[src/rtl/rate_limit_scheduler.sv]
// Round-robin rate limiter: one shared step datapath moves one channel toward its target per clock.
// Ports:
//   clk, reset (sync, active-high)
//   req_valid/req_ready, req_ch, req_target, req_step: target and step writes
//   out_valid, out_ch, out_data: the channel updated on the last edge
//   settled_mask: one bit per channel, set when current == target
// Optional macro RLS_CH0_PRIORITY_EN gives channel 0 strict priority over the round-robin.
module rate_limit_scheduler #(
  parameter int NUM_CH = 4,
  parameter int DATA_W = 6,
  parameter int STEP_W = 3,
  localparam int CH_W = $clog2(NUM_CH)
) (
  input  logic              clk,
  input  logic              reset,
  input  logic              req_valid,
  output logic              req_ready,
  input  logic [CH_W-1:0]   req_ch,
  input  logic [DATA_W-1:0] req_target,
  input  logic [STEP_W-1:0] req_step,
  output logic              out_valid,
  output logic [CH_W-1:0]   out_ch,
  output logic [DATA_W-1:0] out_data,
  output logic [NUM_CH-1:0] settled_mask
);

  logic [DATA_W-1:0] tgt_q  [NUM_CH];
  logic [DATA_W-1:0] tgt_d  [NUM_CH];
  logic [STEP_W-1:0] step_q [NUM_CH];
  logic [STEP_W-1:0] step_d [NUM_CH];
  logic [DATA_W-1:0] cur_q  [NUM_CH];
  logic [DATA_W-1:0] cur_d  [NUM_CH];

  logic [CH_W-1:0]   rr_ptr_q, rr_ptr_d;
  logic              out_valid_q, out_valid_d;
  logic [CH_W-1:0]   out_ch_q, out_ch_d;
  logic [DATA_W-1:0] out_data_q, out_data_d;
  logic [NUM_CH-1:0] settled_q, settled_d;

  logic [NUM_CH-1:0] elig;
  logic [NUM_CH-1:0] rr_elig;
  logic              gnt_vld;
  logic              pri_hit;
  logic [CH_W-1:0]   gnt;
  logic [CH_W-1:0]   idx;

  logic [DATA_W:0]   cur_x, tgt_x, stp_x;
  logic [DATA_W:0]   sum_x, dif_x, nxt_x;
  logic [DATA_W-1:0] nxt;

  assign req_ready = !reset;

  always_comb begin
    elig = '0;
    for (int i = 0; i < NUM_CH; i++) begin
      elig[i] = (cur_q[i] != tgt_q[i]) && (step_q[i] != '0);
    end
    rr_elig = elig;
`ifdef RLS_CH0_PRIORITY_EN
    // ch0 is served by the priority path, never by the rotation
    rr_elig[0] = 1'b0;
`endif
    gnt_vld = 1'b0;
    pri_hit = 1'b0;
    gnt     = '0;
    idx     = '0;
    for (int k = 0; k < NUM_CH; k++) begin
      idx = rr_ptr_q + CH_W'(k);
      if (!gnt_vld && rr_elig[idx]) begin
        gnt_vld = 1'b1;
        gnt     = idx;
      end
    end
`ifdef RLS_CH0_PRIORITY_EN
    if (elig[0]) begin
      gnt_vld = 1'b1;
      pri_hit = 1'b1;
      gnt     = '0;
    end
`endif
  end

  // One extra bit holds the carry/borrow so clamping never wraps.
  always_comb begin
    cur_x = {1'b0, cur_q[gnt]};
    tgt_x = {1'b0, tgt_q[gnt]};
    stp_x = {{(DATA_W + 1 - STEP_W){1'b0}}, step_q[gnt]};
    sum_x = cur_x + stp_x;
    dif_x = cur_x - stp_x;
    if (cur_x < tgt_x) begin
      nxt_x = (sum_x > tgt_x) ? tgt_x : sum_x;
    end else begin
      nxt_x = (dif_x[DATA_W] || (dif_x < tgt_x)) ? tgt_x : dif_x;
    end
    nxt = nxt_x[DATA_W-1:0];
  end

  always_comb begin
    tgt_d       = tgt_q;
    step_d      = step_q;
    cur_d       = cur_q;
    rr_ptr_d    = rr_ptr_q;
    out_valid_d = gnt_vld;
    out_ch_d    = out_ch_q;
    out_data_d  = out_data_q;
    settled_d   = '0;
    if (gnt_vld) begin
      cur_d[gnt] = nxt;
      out_ch_d   = gnt;
      out_data_d = nxt;
      if (!pri_hit) begin
        rr_ptr_d = gnt + CH_W'(1);
      end
    end
    // The grant above already used the pre-edge target/step.
    if (req_valid && req_ready) begin
      tgt_d[req_ch]  = req_target;
      step_d[req_ch] = req_step;
    end
    for (int i = 0; i < NUM_CH; i++) begin
      settled_d[i] = (cur_d[i] == tgt_d[i]);
    end
  end

  always_ff @(posedge clk) begin
    if (reset) begin
      for (int i = 0; i < NUM_CH; i++) begin
        tgt_q[i]  <= '0;
        step_q[i] <= '0;
        cur_q[i]  <= '0;
      end
      rr_ptr_q    <= '0;
      out_valid_q <= 1'b0;
      out_ch_q    <= '0;
      out_data_q  <= '0;
      settled_q   <= '1;
    end else begin
      tgt_q       <= tgt_d;
      step_q      <= step_d;
      cur_q       <= cur_d;
      rr_ptr_q    <= rr_ptr_d;
      out_valid_q <= out_valid_d;
      out_ch_q    <= out_ch_d;
      out_data_q  <= out_data_d;
      settled_q   <= settled_d;
    end
  end

  assign out_valid    = out_valid_q;
  assign out_ch       = out_ch_q;
  assign out_data     = out_data_q;
  assign settled_mask = settled_q;

endmodule

[config.mk]
export PLATFORM = sky130hd
export DESIGN_NAME = rate_limit_scheduler
export DESIGN_NICKNAME = d
export VERILOG_FILES = /design/src/rtl/rate_limit_scheduler.sv
export SDC_FILE = /design/constraint.sdc
export NUM_CORES = 1
export LEC_CHECK = 0
export CORE_MARGIN = 5
export CORE_UTILIZATION = 60
export DETAILED_ROUTE_END_ITERATION = 7
export GPL_TIMING_DRIVEN = 0
export PLACE_DENSITY = 0.91
export SLEW_MARGIN = 20
export SYNTH_ARGS = -nofsm -noshare
export SYNTH_HDL_FRONTEND = slang
export SYNTH_SLANG_ARGS = --single-unit
[constraint.sdc]
create_clock -name clk -period 9.2 [get_ports clk]
set_input_delay 1.84 -clock clk [delete_from_list [all_inputs] [get_ports clk]]
set_output_delay 1.84 -clock clk [all_outputs]
set_load 0.05 [all_outputs]
# == Word-level counts from Yosys, hierarchy flattened ==
# Cells that the tools add are included.
# totals
reg_bits,75
wordCells,102
# op_classes
n_eq_ne,8
bitwise_logic,2
reduce_logical,19
add_sub_neg,6
muxes,39
n_lt_le_gt_ge,11
# op_table
cell,n
6-bit two-way mux,9
24-bit bitwise mux,2
24-bit two-way mux,2
6-bit binary-select mux with 2-bit select,2
6-bit demux with 2-bit select,2
6-bit == test,4
6-bit != test,4
12-bit bitwise mux,1
2-bit by 3-bit < comparator with 1-bit output (second input constant),4
3-bit nonzero test,4
1-bit logical AND,10
3-bit two-way mux,3
1-bit binary-select mux with 2-bit select,4
1-bit two-way mux,8
2-bit two-way mux,4
6-bit by 3-bit adder with 7-bit output,1
7-bit by 6-bit greater-than comparator with 1-bit output,1
7-bit by 6-bit < comparator with 1-bit output,1
6-bit by 3-bit subtractor with 7-bit output,1
3-bit binary-select mux with 2-bit select,1
3-bit demux with 2-bit select,1
3-bit greater-or-equal comparator (second input constant),2
3-bit by 1-bit < comparator with 1-bit output (second input constant),2
6-bit < comparator,1
5 further kinds,11

# == Depth between registers and ports, before layout ==
# Gate-level depths: netlist of run 1.
# logic_depth
word_depth,26
ltp_mapped,30
mapped_depth_nobuf,27

# == Worst setup path after synthesis of run 1 ==
# No wires, ideal clock.
# synth_timing
path_type,reg-to-reg
startpoint,reg cur_q[13] (netlist bit)
endpoint,reg settled_q[3] (netlist: settled_mask[3])
setup_ns,0.060
slack_ns,2.797
path_stages_with_launch,30
n_path_buf,4
period_less_slack_ns,6.403
t_arrival_ns,6.343
path_cell_list,dfxtp_1 > xor2_1 > nor4_1 > a31oi_1 > o221ai_1 > nor2_2 > buf_2 > buf_2 > buf_1 > nand2_1 > a31oi_1 > ha_1 > inv_1 > ha_1 > inv_1 > o2111ai_1 > nand2_1 > xnor2_1 > ha_1 > a21o_1 > a211o_1 > or3_1 > a211oi_1 > a211o_2 > buf_6 > o32ai_2 > a21oi_4 > xnor2_1 > a2111oi_2 > a41o_1
# synth_via
elab_chain_cells,26
# synth_rtl
item,line,source
from (decl),31,logic [DATA_W-1:0] cur_q [NUM_CH];
from (signal assigned),140,cur_q <= cur_d;
6-bit != test (*),56,elig[i] = (cur_q[i] != tgt_q[i]) && (step_q[i] != '0);
1-bit logical AND (*),56,
1-bit binary-select mux with 2-bit select,69,if (!gnt_vld && rr_elig[idx]) begin
1-bit two-way mux (implied by the code),69,
1-bit two-way mux,69,
1-bit logical NOT,69,
1-bit logical AND,69,
1-bit two-way mux,69,
[6 not listed],--,
named net gnt[0],44,logic [CH_W-1:0] gnt;
[4 not listed],--,
6-bit by 3-bit subtractor with 7-bit output,89,dif_x = cur_x - stp_x;
7-bit by 6-bit < comparator with 1-bit output,93,nxt_x = (dif_x[DATA_W] || (dif_x < tgt_x)) ? tgt_x : dif_x;
1-bit logical OR,93,
6-bit two-way mux,93,
6-bit two-way mux,90,if (cur_x < tgt_x) begin
24-bit bitwise mux (*),108,cur_d[gnt] = nxt;
24-bit two-way mux (*),107,if (gnt_vld) begin
6-bit == test (*),121,settled_d[i] = (cur_d[i] == tgt_d[i]);
to (signal assigned),145,settled_q <= settled_d;
to (decl),38,"logic [NUM_CH-1:0] settled_q, settled_d;"
# Mark *: on every way through the listed nets, which the timed path passes. The rest lies on a longest branch. The select of a mux whose other input is x is not followed.
# A chain may end at the register's enable or synchronous reset.

# == Worst setup path after layout of run 1 ==
# layout_timing
startpoint,reg cur_q[13] (netlist bit)
endpoint,reg settled_q[0] (netlist: settled_mask[0])
# The elaborated chain is that of the path after synthesis.

==> results.py, run 1 <==
metrics = {
    "synth": {
        "ys_seq_area_frac": 0.283,
        "yosys_most_used_dff": "dfxtp_1",
        "synthTopCellsByArea": "dfxtp_1 28%, mux2i_1 9.8%, ha_1 6.1%",
        "synth_warnings": 0,
        "syn-num-nets": 683,
        "yosysTopAreaCellShare": 0.283,
        "synth_seq_cells": 75,
        "syn-cell-area_mm2": 0.00530,
        "synth_edf_count": 0,
        "yosysTopAreaCell": "dfxtp_1",
        "synth_cell_types": 77,
        "synthArstFlopShare": 0,
        "syn_area_per_cell_um2": 8.25,
        "synth_cells": 642,
    },
    "sta": {
        "tns_ns": 0,
        "setup_violations": 0,
        "fin_crit_ns": 8.60,
        "slew_viol_final": 0,
        "fmax_mhz": 116,
        "hold-worst-slack_ns": 0.464,
        "final_hold_viol_count": 0,
        "skew_ns": 0.0101,
        "slew_headroom": 0.273,
        "worst_pin_slew_ns": 1.09,
        "grt_setup_unrepaired": "no",
        "fin_crit_sh": 0.934,
    },
    "clock_network": {
        "htree_levels": 3,
        "cts_buffers": 9,
        "cts_sinks": 75,
        "cts_tree": "yes",
        "postCtsSetupRepairBufs": 0,
        "ctsLongestPathBuffers": 2,
        "cts-root-buf": "clkbuf_8",
        "insertion_delay_ns": 0.36,
        "clkSlewWorstSetupHoldPaths_ns": 0.09,
    },
    "outcome": {
        "outcome": "finished clean",
    },
    "worst_setup_path": {
        "startpoint_type": "register",
        "max_stage_delay_ns": 0.65,
        "cp_max_fo": 11,
        "cp.arrival_ns": 8.86,
        "cp-end-kind": "register",
        "critical_path_class": "register to register",
        "worstPathRequired_ns": 9.46,
        "critPathMostFrequentCell": "ha_1",
        "cp_slowest_cell": "buf_1",
        "critPathBufInv": 5,
        "cp_top_family": "compound AO/OA/AOI/OAI gates",
    },
    "cells_and_area": {
        "diodes": 0,
        "layout_commonest_cell": "nand2_1",
        "layout_common_cells": "81 x nand2_1, 75 x dfxtp_1, 68 x nor2_1, 52 x mux2i_1, 38 x a21oi_1",
        "area_delta_synth_final_pct": 11.9,
        "utilization": 0.684,
        "drive_above_1_share": 0.0789,
        "nNetsFinal": 720,
    },
    "grt": {
        "antenna_found_initial": 0,
        "grt_max_degree": 15,
        "grt_pass1_vias": 5028,
        "grt_use_total": 0.316,
        "gr-total-overflow": 0,
        "grt_pass1_wl_mm": 27.1,
    },
    "floorplanning": {
        "die_area_mm2": 0.0108,
        "initial_core_util": 0.611,
        "ios": 28,
        "die_h_um": 104,
        "rows": 34,
        "die_w_um": 104,
        "coreArea_mm2": 0.00868,
    },
    "hold_path": {
        "holdCritPathClass": "register to register",
    },
    "place": {
        "portBuffers": 26,
        "gp_congestion": 0.972,
        "hpwl_mm": 13.3,
    },
    "drt": {
        "drt_iter0_markers": 522,
        "firstDrtPassIters": 6,
        "route.detailed.drc": 0,
        "ant_nets": 0,
        "finalWirelength_mm": 17.7,
        "viasPerCell": 6.62,
        "wire_per_inst_um": 22.4,
        "vias": 5245,
    },
    "power_and_ir_drop": {
        "p_int_uw": 831,
        "clockPowerShare": 0.189,
        "finalPower_uw": 1600,
        "p_sw_uw": 769,
        "switching_share": 0.481,
        "p_comb_frac": 0.588,
        "power_density_mw_per_mm2": 270,
        "leakage_uw": 0.00227,
        "seqPwrFrac": 0.223,
        "ir_drop_uv": 186,
    },
    "job": {
        "maxCapViolCount": 0,
    },
}
stage by stage:
stage	area, µm²	cells	setup slack (ns)
2_1_floorplan	5300	642	2.80
3_3_place_gp	5690	776	0.685
3_5_place_dp	5690	776	0.632
4_1_cts	5930	792	0.566
5_1_grt	5930	792	0.210
6_report	5930	792	0.603
logic make-up (layout without fill, tap and decap cells):
family          after synthesis  count (layout)  share of synthesized area
buf+inv                      52              94                     0.0442
compound gates              137             137                      0.192
mux                          58              58                      0.111
fa+ha+maj                    27              27                     0.0652
xor+xnor                     54              54                     0.0893
flops                        75              75                      0.283
simple gates                239             239                      0.215
layout make-up:
| cell class | instances | area, µm² |
|---|---|---|
| flip-flops and latches | 75 | 1500 |
| inverters | 19 | 76.3 |
| repair buffers | 26 | 260 |
| plain buffers | 33 | 158 |
| clock buffers | 10 | 138 |
| clock inverters | 6 | 96.3 |
| well taps | 108 | 135 |
| multi-input cells | 515 | 3570 |
| fillers | 723 | 2750 |
sequential cells by signal (all words and copies together), names as in the netlist:
signal	cells
cur_q	24
tgt_q	24
step_q	12
out_data	6
settled_mask	4
out_ch	2
rr_ptr_q	2
out_valid	1
layer usage:
layer / up-vias / share of wire / track usage
met2: 342 / 0.45 / 0.506
met5: - / 0 / 0
met4: 0 / 0.049 / 0.147
met1: 2458 / 0.40 / 0.404
met3: 70 / 0.11 / 0.0708
li1: 2375 / - / -
final timing paths:
kind          startpoint              end  slack (ns)  cells after the start
max reg2reg    cur_q[13]  settled_mask[0]        0.60                     28
max            cur_q[13]  settled_mask[0]        0.60                     28
min          out_data[1]      out_data[1]        0.46                      2
min reg2reg  out_data[1]      out_data[1]        0.46                      2
power by group through the flow:
stage / logic (µW) / clock network (µW) / registers, µW
5_1_grt: 988 / 318 / 357
2_1_floorplan: 625 / 0 / 386
3_5_place_dp: 902 / 0 / 362
3_3_place_gp: 892 / 0 / 361
4_1_cts: 907 / 302 / 355
6_report: 941 / 303 / 356
what timing repair did:
action,4_1_cts,5_1_grt
setup endpoints to repair,0,2
hold endpoints to repair,0,0
resized for setup,0,1
hold buffers,0,0
synthesized netlist by cell type (3+ instances only):
| library cell | number |
|---|---|
| nand4_1 | 3 |
| o32ai_1 | 3 |
| o2111ai_1 | 5 |
| a31oi_1 | 7 |
| o211ai_1 | 3 |
| and2_1 | 11 |
| a21oi_1 | 39 |
| buf_1 | 3 |
| or3_1 | 3 |
| o2111a_1 | 3 |
| a211o_1 | 4 |
| inv_1 | 18 |
| buf_6 | 3 |
| nand3_1 | 20 |
| o32a_1 | 3 |
| nor3_1 | 13 |
| nor4_1 | 3 |
| and3_1 | 9 |
| nand2b_1 | 7 |
| nand2_1 | 81 |
| ha_1 | 26 |
| mux2i_1 | 52 |
| nor2_1 | 68 |
| o21ai_0 | 23 |
| o32ai_2 | 3 |
| nor3b_1 | 3 |
| mux2_2 | 6 |
| dfxtp_1 | 75 |
| clkbuf_1 | 20 |
| xnor2_1 | 34 |
| buf_2 | 5 |
| nand4b_1 | 4 |
| a211oi_1 | 6 |
| xor2_1 | 20 |
| a21o_1 | 4 |
worst reg2reg max path: cells and delay by family (launching register included):
family                     cells  cell delay, ns
AOI/OAI and AO/OA             10            3.38
buffers and inverters          5            1.49
and+or+nand+nor                6            1.22
adders and majority gates      3            0.82
xor gates and xnor gates       3            0.76
DFF                            1            0.57
muxes                          1            0.27
Power figures use the tool's default switching activity.
==> run 2, diff against run 1 <==
ABC_AREA = 0   (was not set)
==> results of run 2 <==
Final layout, timing and power as in run 1 (identical DEF).
==> run 3, diff against run 2 <==
RECOVER_POWER = 25   (was not set)
==> results.py, run 3 (synthesis results as in run 1) <==
metrics = {
    "drt": {
        "ant_nets": 0,
        "route.detailed.drc": 0,
        "drt_iter0_markers": 589,
        "vias": 5301,
        "wire_per_inst_um": 22.4,
        "viasPerCell": 6.69,
        "firstDrtPassIters": 6,
        "finalWirelength_mm": 17.7,
    },
    "clock_network": {
        "cts-root-buf": "clkbuf_8",
        "cts_sinks": 75,
        "clkSlewWorstSetupHoldPaths_ns": 0.09,
        "cts_tree": "yes",
        "insertion_delay_ns": 0.36,
        "htree_levels": 3,
        "cts_buffers": 9,
        "ctsLongestPathBuffers": 2,
    },
    "worst_setup_path": {
        "critPathMostFrequentCell": "ha_1",
        "cp_max_fo": 11,
        "cp-end-kind": "register",
        "max_stage_delay_ns": 0.68,
        "critical_path_class": "register to register",
        "worstPathRequired_ns": 9.47,
        "cp.arrival_ns": 9.03,
        "startpoint_type": "register",
        "cp_slowest_cell": "buf_1",
        "r2r_cells": 28,
    },
    "floorplanning": {
        "die_h_um": 104,
        "rows": 34,
        "ios": 28,
        "coreArea_mm2": 0.00868,
        "initial_core_util": 0.611,
        "die_area_mm2": 0.0108,
        "die_w_um": 104,
    },
    "sta": {
        "skew_ns": 0.0117,
        "grt_setup_unrepaired": "no",
        "worst_pin_slew_ns": 1.07,
        "slew_headroom": 0.283,
        "hold-worst-slack_ns": 0.461,
        "final_hold_viol_count": 0,
        "tns_ns": 0,
        "fmax_mhz": 114,
        "fin_crit_ns": 8.76,
        "layout_setup_ws_ns": 0.442,
        "slew_viol_final": 0,
        "fin_crit_sh": 0.952,
        "setup_violations": 0,
    },
    "power_and_ir_drop": {
        "seqPwrFrac": 0.223,
        "p_int_uw": 827,
        "clockPowerShare": 0.190,
        "ir_drop_uv": 187,
        "leakage_uw": 0.00229,
        "power_density_mw_per_mm2": 270,
        "finalPower_uw": 1600,
        "p_comb_frac": 0.588,
        "p_sw_uw": 770,
        "switching_share": 0.482,
    },
    "cells_and_area": {
        "fill_cells": 723,
        "diodes": 0,
        "final_cell_area_mm2": 0.00592,
        "multi_input_area_mm2": 0.00357,
        "layout.area.seq_mm2": 0.00150,
        "reg_top3": "cur_q: 24 flops, tgt_q: 24 flops, step_q: 12 flops",
        "nNetsFinal": 720,
        "drive_above_1_share": 0.0775,
        "layout_commonest_cell": "nand2_1",
        "layout_common_cells": "81 x nand2_1, 75 x dfxtp_1, 68 x nor2_1, 52 x mux2i_1, 38 x a21oi_1",
        "area_delta_synth_final_pct": 11.8,
    },
    "place": {
        "post_dp_cell_area_mm2": 0.00569,
        "hpwl_mm": 13.3,
        "place_ws_ns": 0.632,
        "portBuffers": 26,
        "gp_congestion": 0.972,
    },
    "grt": {
        "grt_max_degree": 15,
        "grt_pass1_vias": 5028,
        "gr-total-overflow": 0,
        "antenna_found_initial": 0,
        "grt_pass1_wl_mm": 27.1,
        "grt_use_total": 0.316,
    },
    "outcome": {
        "outcome": "finished clean",
    },
    "hold_path": {
        "hold_path_depth": 2,
        "holdCritPathClass": "register to register",
    },
    "job": {
        "maxCapViolCount": 0,
    },
}
==> run 3: what timing repair did <==
action,CTS,global route
buffers inserted,0,0
hold buffers,0,0
resized for setup,0,1
endpoints found under the setup margin,0,2
==> run 3: power by group through the flow <==
stage	Sequential, µW	Clock [µW]	Combinational [µW]
after CTS	355	302	907
after detailed placement	362	0	902
final	356	303	939
after global routing	357	318	985
after floorplan	386	0	625
after global placement	361	0	892
==> run 3: layer usage <==
layer / GRT usage / vias to the layer above / part of all wire / wire, µm
li1: - / 2376 / - / -
met1: 0.404 / 2519 / 0.40 / 7130
met2: 0.506 / 330 / 0.45 / 7980
met3: 0.0708 / 76 / 0.10 / 1770
met4: 0.147 / 0 / 0.049 / 868
met5: 0 / - / 0 / 0
==> run 3: area by class of cell <==
cell class,instances,area share
inverter,19,0.0129
multi-input combinational,515,0.602
buffer,33,0.0253
timing repair buffer,26,0.0439
tap,108,0.0228
clock buffer,10,0.0232
clock inverter,6,0.0163
sequential,75,0.253
==> run 3: stage by stage <==
stage	util	cells
after detailed placement	0.656	776
final	0.683	792
after CTS	0.683	792
after floorplan	-	642
after global placement	0.656	776
after global routing	0.683	792
==> run 3: worst max-delay path: cells and delay by family (launching register included) <==
family	cells	cell delay [ns]
compound gates	10	3.44
xor+xnor	3	0.79
fa+ha+maj	3	0.84
buf+inv	5	1.52
flops	1	0.56
mux	1	0.27
simple gates	6	1.24
==> run 3: worst paths after layout <==
kind,from,to,slack [ns]
worst max-delay path,cur_q[13],settled_mask[0],0.44
worst min-delay path,out_data[1],out_data[1],0.46
worst max register to register,cur_q[13],settled_mask[0],0.44
worst min register to register,out_data[1],out_data[1],0.46
